### config.mk
export PLATFORM = sky130hd
export DESIGN_NAME = draw_line_stream
export DESIGN_NICKNAME = d
export VERILOG_FILES = /design/src/rtl/draw_line_stream.sv
export SDC_FILE = /design/constraint.sdc
export NUM_CORES = 1
export LEC_CHECK = 0
export ABC_AREA = 1
export CAP_MARGIN = 20
export CORE_UTILIZATION = 45
export DETAILED_ROUTE_END_ITERATION = 7
export HOLD_SLACK_MARGIN = 0.06
export PLACE_DENSITY = 0.76
export SLEW_MARGIN = 20
export SYNTH_ARGS = -nofsm -noshare
export SYNTH_HDL_FRONTEND = slang
export SYNTH_SLANG_ARGS = --single-unit
export TNS_END_PERCENT = 100
### constraint.sdc
create_clock -name Clk -period 11.1 [get_ports Clk]
set_input_delay 2.22 -clock Clk [delete_from_list [all_inputs] [get_ports Clk]]
set_output_delay 2.22 -clock Clk [all_outputs]
set_load 0.005 [all_outputs]
### src/rtl/draw_line_stream.sv
// Bresenham line walker that streams dash-masked, screen-clipped pixels over a
// valid/ready interface, one candidate point per cycle unless the consumer stalls.
module draw_line_stream #(
  parameter int COORD_W  = 10,
  parameter int SCREEN_W = 640,
  parameter int SCREEN_H = 480,
  parameter int PAT_W    = 8
) (
  input  logic               Clk,
  input  logic               Reset,
  input  logic               cmd_valid,
  output logic               cmd_ready,
  input  logic [COORD_W-1:0] x0,
  input  logic [COORD_W-1:0] y0,
  input  logic [COORD_W-1:0] x1,
  input  logic [COORD_W-1:0] y1,
  input  logic [PAT_W-1:0]   pattern,
  output logic               pix_valid,
  input  logic               pix_ready,
  output logic [COORD_W-1:0] pix_x,
  output logic [COORD_W-1:0] pix_y,
  output logic               busy,
  output logic               done,
  output logic [COORD_W+1:0] pix_count,
  output logic [1:0]         dbg_state
);

  // Handshakes: a transfer happens on a rising edge where valid and ready are both
  // high; the producer holds its payload stable until then and never waits on ready.

  localparam int EW = COORD_W + 2;
  localparam int KW = (PAT_W > 1) ? $clog2(PAT_W) : 1;
  localparam logic [KW-1:0] K_LAST = KW'(PAT_W - 1);
  localparam logic [31:0] SW = SCREEN_W;
  localparam logic [31:0] SH = SCREEN_H;

  typedef enum logic [1:0] {
    IDLE = 2'd0,
    STEP = 2'd1,
    DONE = 2'd2
  } state_t;

  state_t                state;
  logic [COORD_W-1:0]    x, y, x1_q, y1_q, dx, dy;
  logic                  sx_neg, sy_neg;
  logic signed [EW-1:0]  err, err_next;
  logic [KW-1:0]         k;
  logic [PAT_W-1:0]      pat_q;
  logic [COORD_W+1:0]    cnt;

  logic [COORD_W-1:0]    dx_in, dy_in;
  logic signed [EW:0]    e2, dx_w, dy_w;
  logic                  step_x, step_y, emit, advance, at_end;

  assign dx_in = (x1 >= x0) ? x1 - x0 : x0 - x1;
  assign dy_in = (y1 >= y0) ? y1 - y0 : y0 - y1;

  // e2 is one bit wider than err so doubling can never overflow.
  assign e2     = {err, 1'b0};
  assign dx_w   = {3'b000, dx};
  assign dy_w   = {3'b000, dy};
  assign step_x = (e2 >= -dy_w);
  assign step_y = (e2 <= dx_w);

  always_comb begin
    err_next = err;
    if (step_x) err_next = err_next - $signed({2'b00, dy});
    if (step_y) err_next = err_next + $signed({2'b00, dx});
  end

  assign emit    = (32'(x) < SW) && (32'(y) < SH) && pat_q[k];
  assign advance = (state == STEP) && (!emit || pix_ready);
  assign at_end  = (x == x1_q) && (y == y1_q);

  assign cmd_ready = (state == IDLE);
  assign busy      = (state == STEP) || (state == DONE);
  assign done      = (state == DONE);
  assign pix_valid = (state == STEP) && emit;
  assign pix_x     = x;
  assign pix_y     = y;
  assign pix_count = cnt;
  assign dbg_state = state;

  always_ff @(posedge Clk) begin
    if (Reset) begin
      state  <= IDLE;
      x      <= '0;
      y      <= '0;
      x1_q   <= '0;
      y1_q   <= '0;
      dx     <= '0;
      dy     <= '0;
      sx_neg <= 1'b0;
      sy_neg <= 1'b0;
      err    <= '0;
      k      <= '0;
      pat_q  <= '0;
      cnt    <= '0;
    end else begin
      case (state)
        IDLE: begin
          if (cmd_valid) begin
            x      <= x0;
            y      <= y0;
            x1_q   <= x1;
            y1_q   <= y1;
            dx     <= dx_in;
            dy     <= dy_in;
            sx_neg <= (x1 < x0);
            sy_neg <= (y1 < y0);
            err    <= $signed({2'b00, dx_in}) - $signed({2'b00, dy_in});
            k      <= '0;
            pat_q  <= pattern;
            cnt    <= '0;
            state  <= STEP;
          end
        end
        STEP: begin
          if (advance) begin
            if (emit) cnt <= cnt + 1'b1;
            if (at_end) begin
              state <= DONE;
            end else begin
              err <= err_next;
              if (step_x) x <= sx_neg ? x - 1'b1 : x + 1'b1;
              if (step_y) y <= sy_neg ? y - 1'b1 : y + 1'b1;
              k <= (k == K_LAST) ? '0 : k + 1'b1;
            end
          end
        end
        DONE: state <= IDLE;
        default: state <= IDLE;
      endcase
    end
  end

endmodule

==> results of run 1 <==
## layout by cell type, fill, tap and decap left out, types with 7 or more instances in the layout
cell	synthesis	final
clkbuf_16	0	9
nand2_1	320	320
ha_1	113	113
a21oi_1	157	157
o21ai_0	110	110
nor2_1	122	122
nand3_2	9	9
clkdlybuf4s50_1	0	88
xnor2_1	35	35
a21oi_2	11	11
or2_2	7	7
nor3_1	16	16
xor2_1	53	53
nand4_1	17	17
nand3_1	78	78
dfxtp_1	99	99
o21ai_1	16	16
o211ai_1	8	8
fa_1	9	9
inv_1	194	193
## Yosys cell counts, types with 7 or more instances
library cell  number
buf_2             11
a21oi_2           11
or2_2              7
nand3_1           78
nand4_1           17
nor3_1            16
fa_1               9
nand2_1          320
ha_1             113
inv_1            194
nor2_1           122
o21ai_1           16
dfxtp_1           99
clkbuf_1          29
nand3_2            9
a21oi_1          157
o21ai_0          110
o211ai_1           8
xor2_1            53
xnor2_1           35
## cell type report
cell class                      instances  area (sq um)  share of cell area
Multi-Input combinational cell       1139          6788              0.6136
Sequential cell                        99          1982              0.1792
Timing Repair Buffer                   93         915.9             0.08280
Inverter                              200         754.5             0.06820
Tap cell                              275         344.1             0.03110
Clock buffer                           10         229.0             0.02070
Clock inverter                          6         48.80            0.004411
## metrics by stage
stage | area, sq um | setup slack [ns] | utilization | std cells
final | 11060 | 4.850 | 0.5213 | 1822
after global routing | 11060 | 4.384 | 0.5213 | 1822
after CTS | 11060 | 4.929 | 0.5212 | 1822
after detailed placement | 10780 | 4.548 | 0.5081 | 1806
after global placement | 10780 | 4.686 | 0.5081 | 1806
after floorplan | 9809 | 5.803 | - | 1489
## sequential cells by signal (all words and copies together), names as in the netlist, 10 cells and up
name and count:
err 12, pix_count 12, dx 10, dy 10, pix_x 10, pix_y 10, x1_q 10, y1_q 10
## final timing paths
check        slack (ns)                   from  depth (start not counted)                    end
max                4.85                  x0[1]                         25   err[10]$_SDFFE_PP0P_
min                0.46  pat_q[0]$_SDFFE_PP0P_                          2  pat_q[0]$_SDFFE_PP0P_
max reg2reg        6.47     dy[0]$_SDFFE_PP0P_                         28    err[8]$_SDFFE_PP0P_
min reg2reg        0.46  pat_q[0]$_SDFFE_PP0P_                          2  pat_q[0]$_SDFFE_PP0P_
## power groups by stage
stage          Combinational (mW)  Clock (mW)  Sequential (mW)
4_1_cts                      2.10       0.312            0.607
3_5_place_dp                 2.08           0            0.614
2_1_floorplan                1.61           0            0.565
3_3_place_gp                 2.05           0            0.611
6_report                     2.11       0.304            0.609
5_1_grt                      2.38       0.325            0.625
## layer usage
layer  vias to the layer above  global-route usage  wire (um)
met5                         -                   0          0
met4                         0              0.1097        796
met3                        57             0.03140       1389
met2                       297              0.4387      13120
met1                      4348              0.3362      12650
li1                       4998                   -          -
## logic make-up after synthesis
| group | Yosys count | share of synthesized area |
|---|---|---|
| compound gates | 343 | 0.1931 |
| xor+xnor | 88 | 0.07857 |
| fa+ha+maj | 122 | 0.1625 |
| buf+inv | 251 | 0.1060 |
| flops | 99 | 0.2020 |
| simple gates | 586 | 0.2578 |
## worst max-delay path, stage by stage
cell and delay (ns):
clkdlybuf4s50_1 0.59, inv_1 0.12, fa_1 0.47, a21oi_1 0.19, nor2_1 0.07, o21ai_1 0.11
nand3_1 0.11, nand2_1 0.10, nand3_1 0.30, inv_1 0.27, nand2_1 0.11, nand2_1 0.08
nand2_1 0.05, nand2_1 0.08, inv_1 0.05, ha_1 0.34, nand2_1 0.06, o21ai_0 0.29
a21oi_1 0.16, o21ai_0 0.24, nand2_1 0.10, nand2_1 0.07, a21oi_1 0.06, nor2_1 0.17
a21oi_1 0.09
==> results.yml, run 1 <==
timing:
  period_minus_slack_ns: 6.250
  finalSetupTns_ns: 0
  drv_slew: 0
  max_slew_margin: 0.3279
  hold_viol: 0
  clock_skew_ns: 0.009466
  rsz0062_at_grt: "no"
  finalSetupViolations: 0
  worstMarginPinSlew_ns: 1.006
  fmax_mhz: 160.0
  whs_ns: 0.4594
  final.period_utilization: 0.5630
clocking:
  cts.reportedPaths.clkPinSlew_ns: 0.07
  cts_tree: "built"
  cts_root_buffer: "clkbuf_16"
  cts_hold_buf: 0
  clock_path_buffers: 2
  post_cts_buffers: 0
  cts_buffers: 9
  clk_latency_ns: 0.36
  cts_max_level: 3
  clock-sinks: 99
  ctsResizeCount: 0
synth:
  synth_ff_type: "dfxtp_1"
  synth_fp_nets: 1663
  synth.avg_cell_area_sq_um: 6.588
  synth-edff-count: 0
  syn_area_sq_um: 9809
  synthCells: 1489
  synth-seq-cells: 99
  async_reset_ff_frac: 0
  yosysTopAreaCellShare: 0.2020
  synth_area_leaders: "dfxtp_1, ha_1, nand2_1"
  ys_seq_area_frac: 0.2020
  ys_warn_count: 0
  synth.distinct_cells: 48
  yosys.area.top_type: "dfxtp_1"
finish:
  drive_above_1_share: 0.04783
  syn_to_final_growth_pct: 12.77
  fin_nets: 1716
  fill_cells: 2126
  antennaDiodeCount: 0
global_routing:
  grt_max_degree: 75
  grt_pass1_wl_um: 46030
  antenna_found_initial: 0
  grt_usage: 0.2614
  grt_pass1_vias: 9257
  gr-total-overflow: 0
power:
  combPwrFrac: 0.698
  switching_share: 0.5346
  ir_drop_uv: 119.4
  power_frac_seq: 0.201
  intPower_mw: 1.409
  power_mw: 3.026
  p_sw_mw: 1.618
  power.density_nw_per_um2: 273.6
  p_clk_frac: 0.101
  p_leak_nw: 5.145
place:
  portBuffers: 89
  hpwl_um: 21630
  gp_congestion: 0.9271
route:
  drtIter0Drc: 554
  first_pass_iters: 5
  ant_nets: 0
  wl_um: 27950
  via_count: 9700
  via_per_inst: 5.324
  post_drt_wl_per_cell_um: 15.34
  drc_errors: 0
critical_path:
  crit_arrival_ns: 6.50
  path_max_fanout: 13
  criticalPathCategory: "input pin to flip-flop"
  cp-start-kind: "input pin"
  endpoint_kind: "flip-flop"
  cp.required_ns: 11.35
floorplan:
  initial_utilization: 0.4623
  fp-row-count: 53
  boundaryPins: 90
  die_area_sq_um: 22390
  core_area_sq_um: 21220
  die_w_um: 149.6
  die_h_um: 149.6
hold_path:
  min_path_type: "flip-flop to flip-flop"
run:
  drv_cap: 0
run_status:
  status: "completed"
Note: power is estimated with default switching activity, not from simulation.
==> inputs of run 2 (changes only) <==
==> constraint.sdc (replaced) <==
create_clock -name Clk -period 6.4 [get_ports Clk]
set_input_delay 1.28 -clock Clk [delete_from_list [all_inputs] [get_ports Clk]]
set_output_delay 1.28 -clock Clk [all_outputs]
set_load 0.005 [all_outputs]
==> results.yml, run 2 (synthesis gave the netlist of run 1 again) <==
route:
  wl_um: 27390
  post_drt_wl_per_cell_um: 15.03
  ant_nets: 0
  drc_errors: 0
  via_count: 9693
  via_per_inst: 5.320
  drtIter0Drc: 670
  first_pass_iters: 5
finish:
  multi_input_area_sq_um: 6788
  antennaDiodeCount: 0
  fill_cells: 2088
  fin_nets: 1716
  layout_commonest_cell: "nand2_1"
  final_cell_mix: "nand2_1, inv_1, a21oi_1"
  final_core_util: 0.5217
  fin_cells: 1822
  final_area_sq_um: 11070
  drive_above_1_share: 0.04783
  seqCellArea_sq_um: 1982
  syn_to_final_growth_pct: 12.86
power:
  power_frac_seq: 0.201
  power_mw: 5.247
  power.density_nw_per_um2: 474.0
  switching_share: 0.5341
  ir_drop_uv: 204.5
  p_leak_nw: 5.155
  intPower_mw: 2.445
  combPwrFrac: 0.695
  p_sw_mw: 2.803
  p_clk_frac: 0.104
timing:
  clock_skew_ns: 0.01302
  final.period_utilization: 0.8147
  worstMarginPinSlew_ns: 0.9988
  finalSetupTns_ns: 0
  period_minus_slack_ns: 5.214
  whs_ns: 0.4600
  fmax_mhz: 191.8
  rsz0062_at_grt: "no"
  setup_ws_ns: 1.186
  drv_slew: 0
  hold_viol: 0
  finalSetupViolations: 0
  max_slew_margin: 0.3325
hold_path:
  min_from: "pat_q[0]$_SDFFE_PP0P_"
  min_path_type: "flip-flop to flip-flop"
  whs_path_depth: 2
  min_to: "pat_q[0]$_SDFFE_PP0P_"
clocking:
  cts_tree: "built"
  clock-sinks: 99
  cts_root_buffer: "clkbuf_16"
  post_cts_buffers: 0
  cts_hold_buf: 0
  cts_max_level: 3
  cts_buffers: 9
  clk_latency_ns: 0.36
  cts.reportedPaths.clkPinSlew_ns: 0.08
  ctsResizeCount: 0
  clock_path_buffers: 2
critical_path:
  r2r_slack_ns: 1.78
  path_max_fanout: 13
  rr_worst_depth: 27
  cp.required_ns: 6.64
  rr_endpoint: "err[8]$_SDFFE_PP0P_"
  critPathLaunch: "x0[0]"
  endpoint_kind: "flip-flop"
  crit_arrival_ns: 5.46
  r2r_start: "dy[0]$_SDFFE_PP0P_"
  cp-start-kind: "input pin"
  criticalPathCategory: "input pin to flip-flop"
global_routing:
  grt_pass1_wl_um: 45140
  gr-total-overflow: 0
  grt_pass1_vias: 9139
  grt_usage: 0.2548
  antenna_found_initial: 0
  grt_max_degree: 75
place:
  portBuffers: 89
  hpwl_um: 21490
  place_area_sq_um: 10780
  gp_congestion: 0.9348
  dp.cells: 1806
  place_ws_ns: 0.8864
floorplan:
  core_area_sq_um: 21220
  die_h_um: 149.6
  initial_utilization: 0.4623
  fp-row-count: 53
  die_w_um: 149.6
  boundaryPins: 90
  die_area_sq_um: 22390
run_status:
  status: "completed"
run:
  drv_cap: 0
-- run 2: cell types whose count changed in the layout (fill, tap and decap cells not counted), sizes merged --
cell,before,now
clkinv,4,5
clkinvlp,2,0
inv,200,201
-- run 2: cell type report --
class / count / area share
clock inverter: 6 / 0.005199
inverter: 200 / 0.06815
sequential: 99 / 0.1790
tap: 275 / 0.03108
timing repair buffer: 93 / 0.08273
clock buffer: 10 / 0.02068
multi-input combinational: 1139 / 0.6131
-- run 2: critical path, stage by stage --
cell	delay (ns)
clkdlybuf4s50_1	0.52
ha_1	0.18
inv_1	0.08
fa_1	0.41
a21oi_1	0.18
nor2_1	0.07
o21ai_1	0.11
nand3_1	0.12
nand2_1	0.10
nand3_1	0.28
inv_1	0.27
nand2_1	0.09
nand2_1	0.07
nand2_1	0.04
nand2_1	0.08
inv_1	0.05
ha_1	0.33
nand2_1	0.06
o21ai_0	0.27
a21oi_1	0.14
o21ai_0	0.22
nand2_1	0.10
nand2_1	0.07
a21oi_1	0.06
nor2_1	0.17
a21oi_1	0.09
-- run 2: worst max-delay path by stage --
stage	slack [ns]	endpoint	cells past startpoint
final	1.19	err[10]$_SDFFE_PP0P_	26
after global routing	0.60	err[10]$_SDFFE_PP0P_	26
after CTS	1.24	err[11]$_SDFFE_PP0P_	26
after detailed placement	0.89	err[11]$_SDFFE_PP0P_	26
after global placement	0.98	err[10]$_SDFFE_PP0P_	26
after floorplan	2.04	err[10]$_SDFFE_PP0P_	26
-- run 2: metal layers --
layer	global-route usage	vias to the layer above	wire, um
li1	-	4991	-
met1	0.3302	4379	12540
met2	0.4285	268	12640
met3	0.02835	55	1246
met4	0.1026	0	960
met5	0	-	0
-- run 2: power by group through the flow --
stage          combinational (mW)  sequential (mW)  clock, mW
3_3_place_gp                 3.55             1.06          0
4_1_cts                      3.63             1.05      0.555
6_report                     3.65             1.05      0.546
2_1_floorplan                2.80            0.979          0
5_1_grt                      4.13             1.08      0.574
3_5_place_dp                 3.60             1.06          0
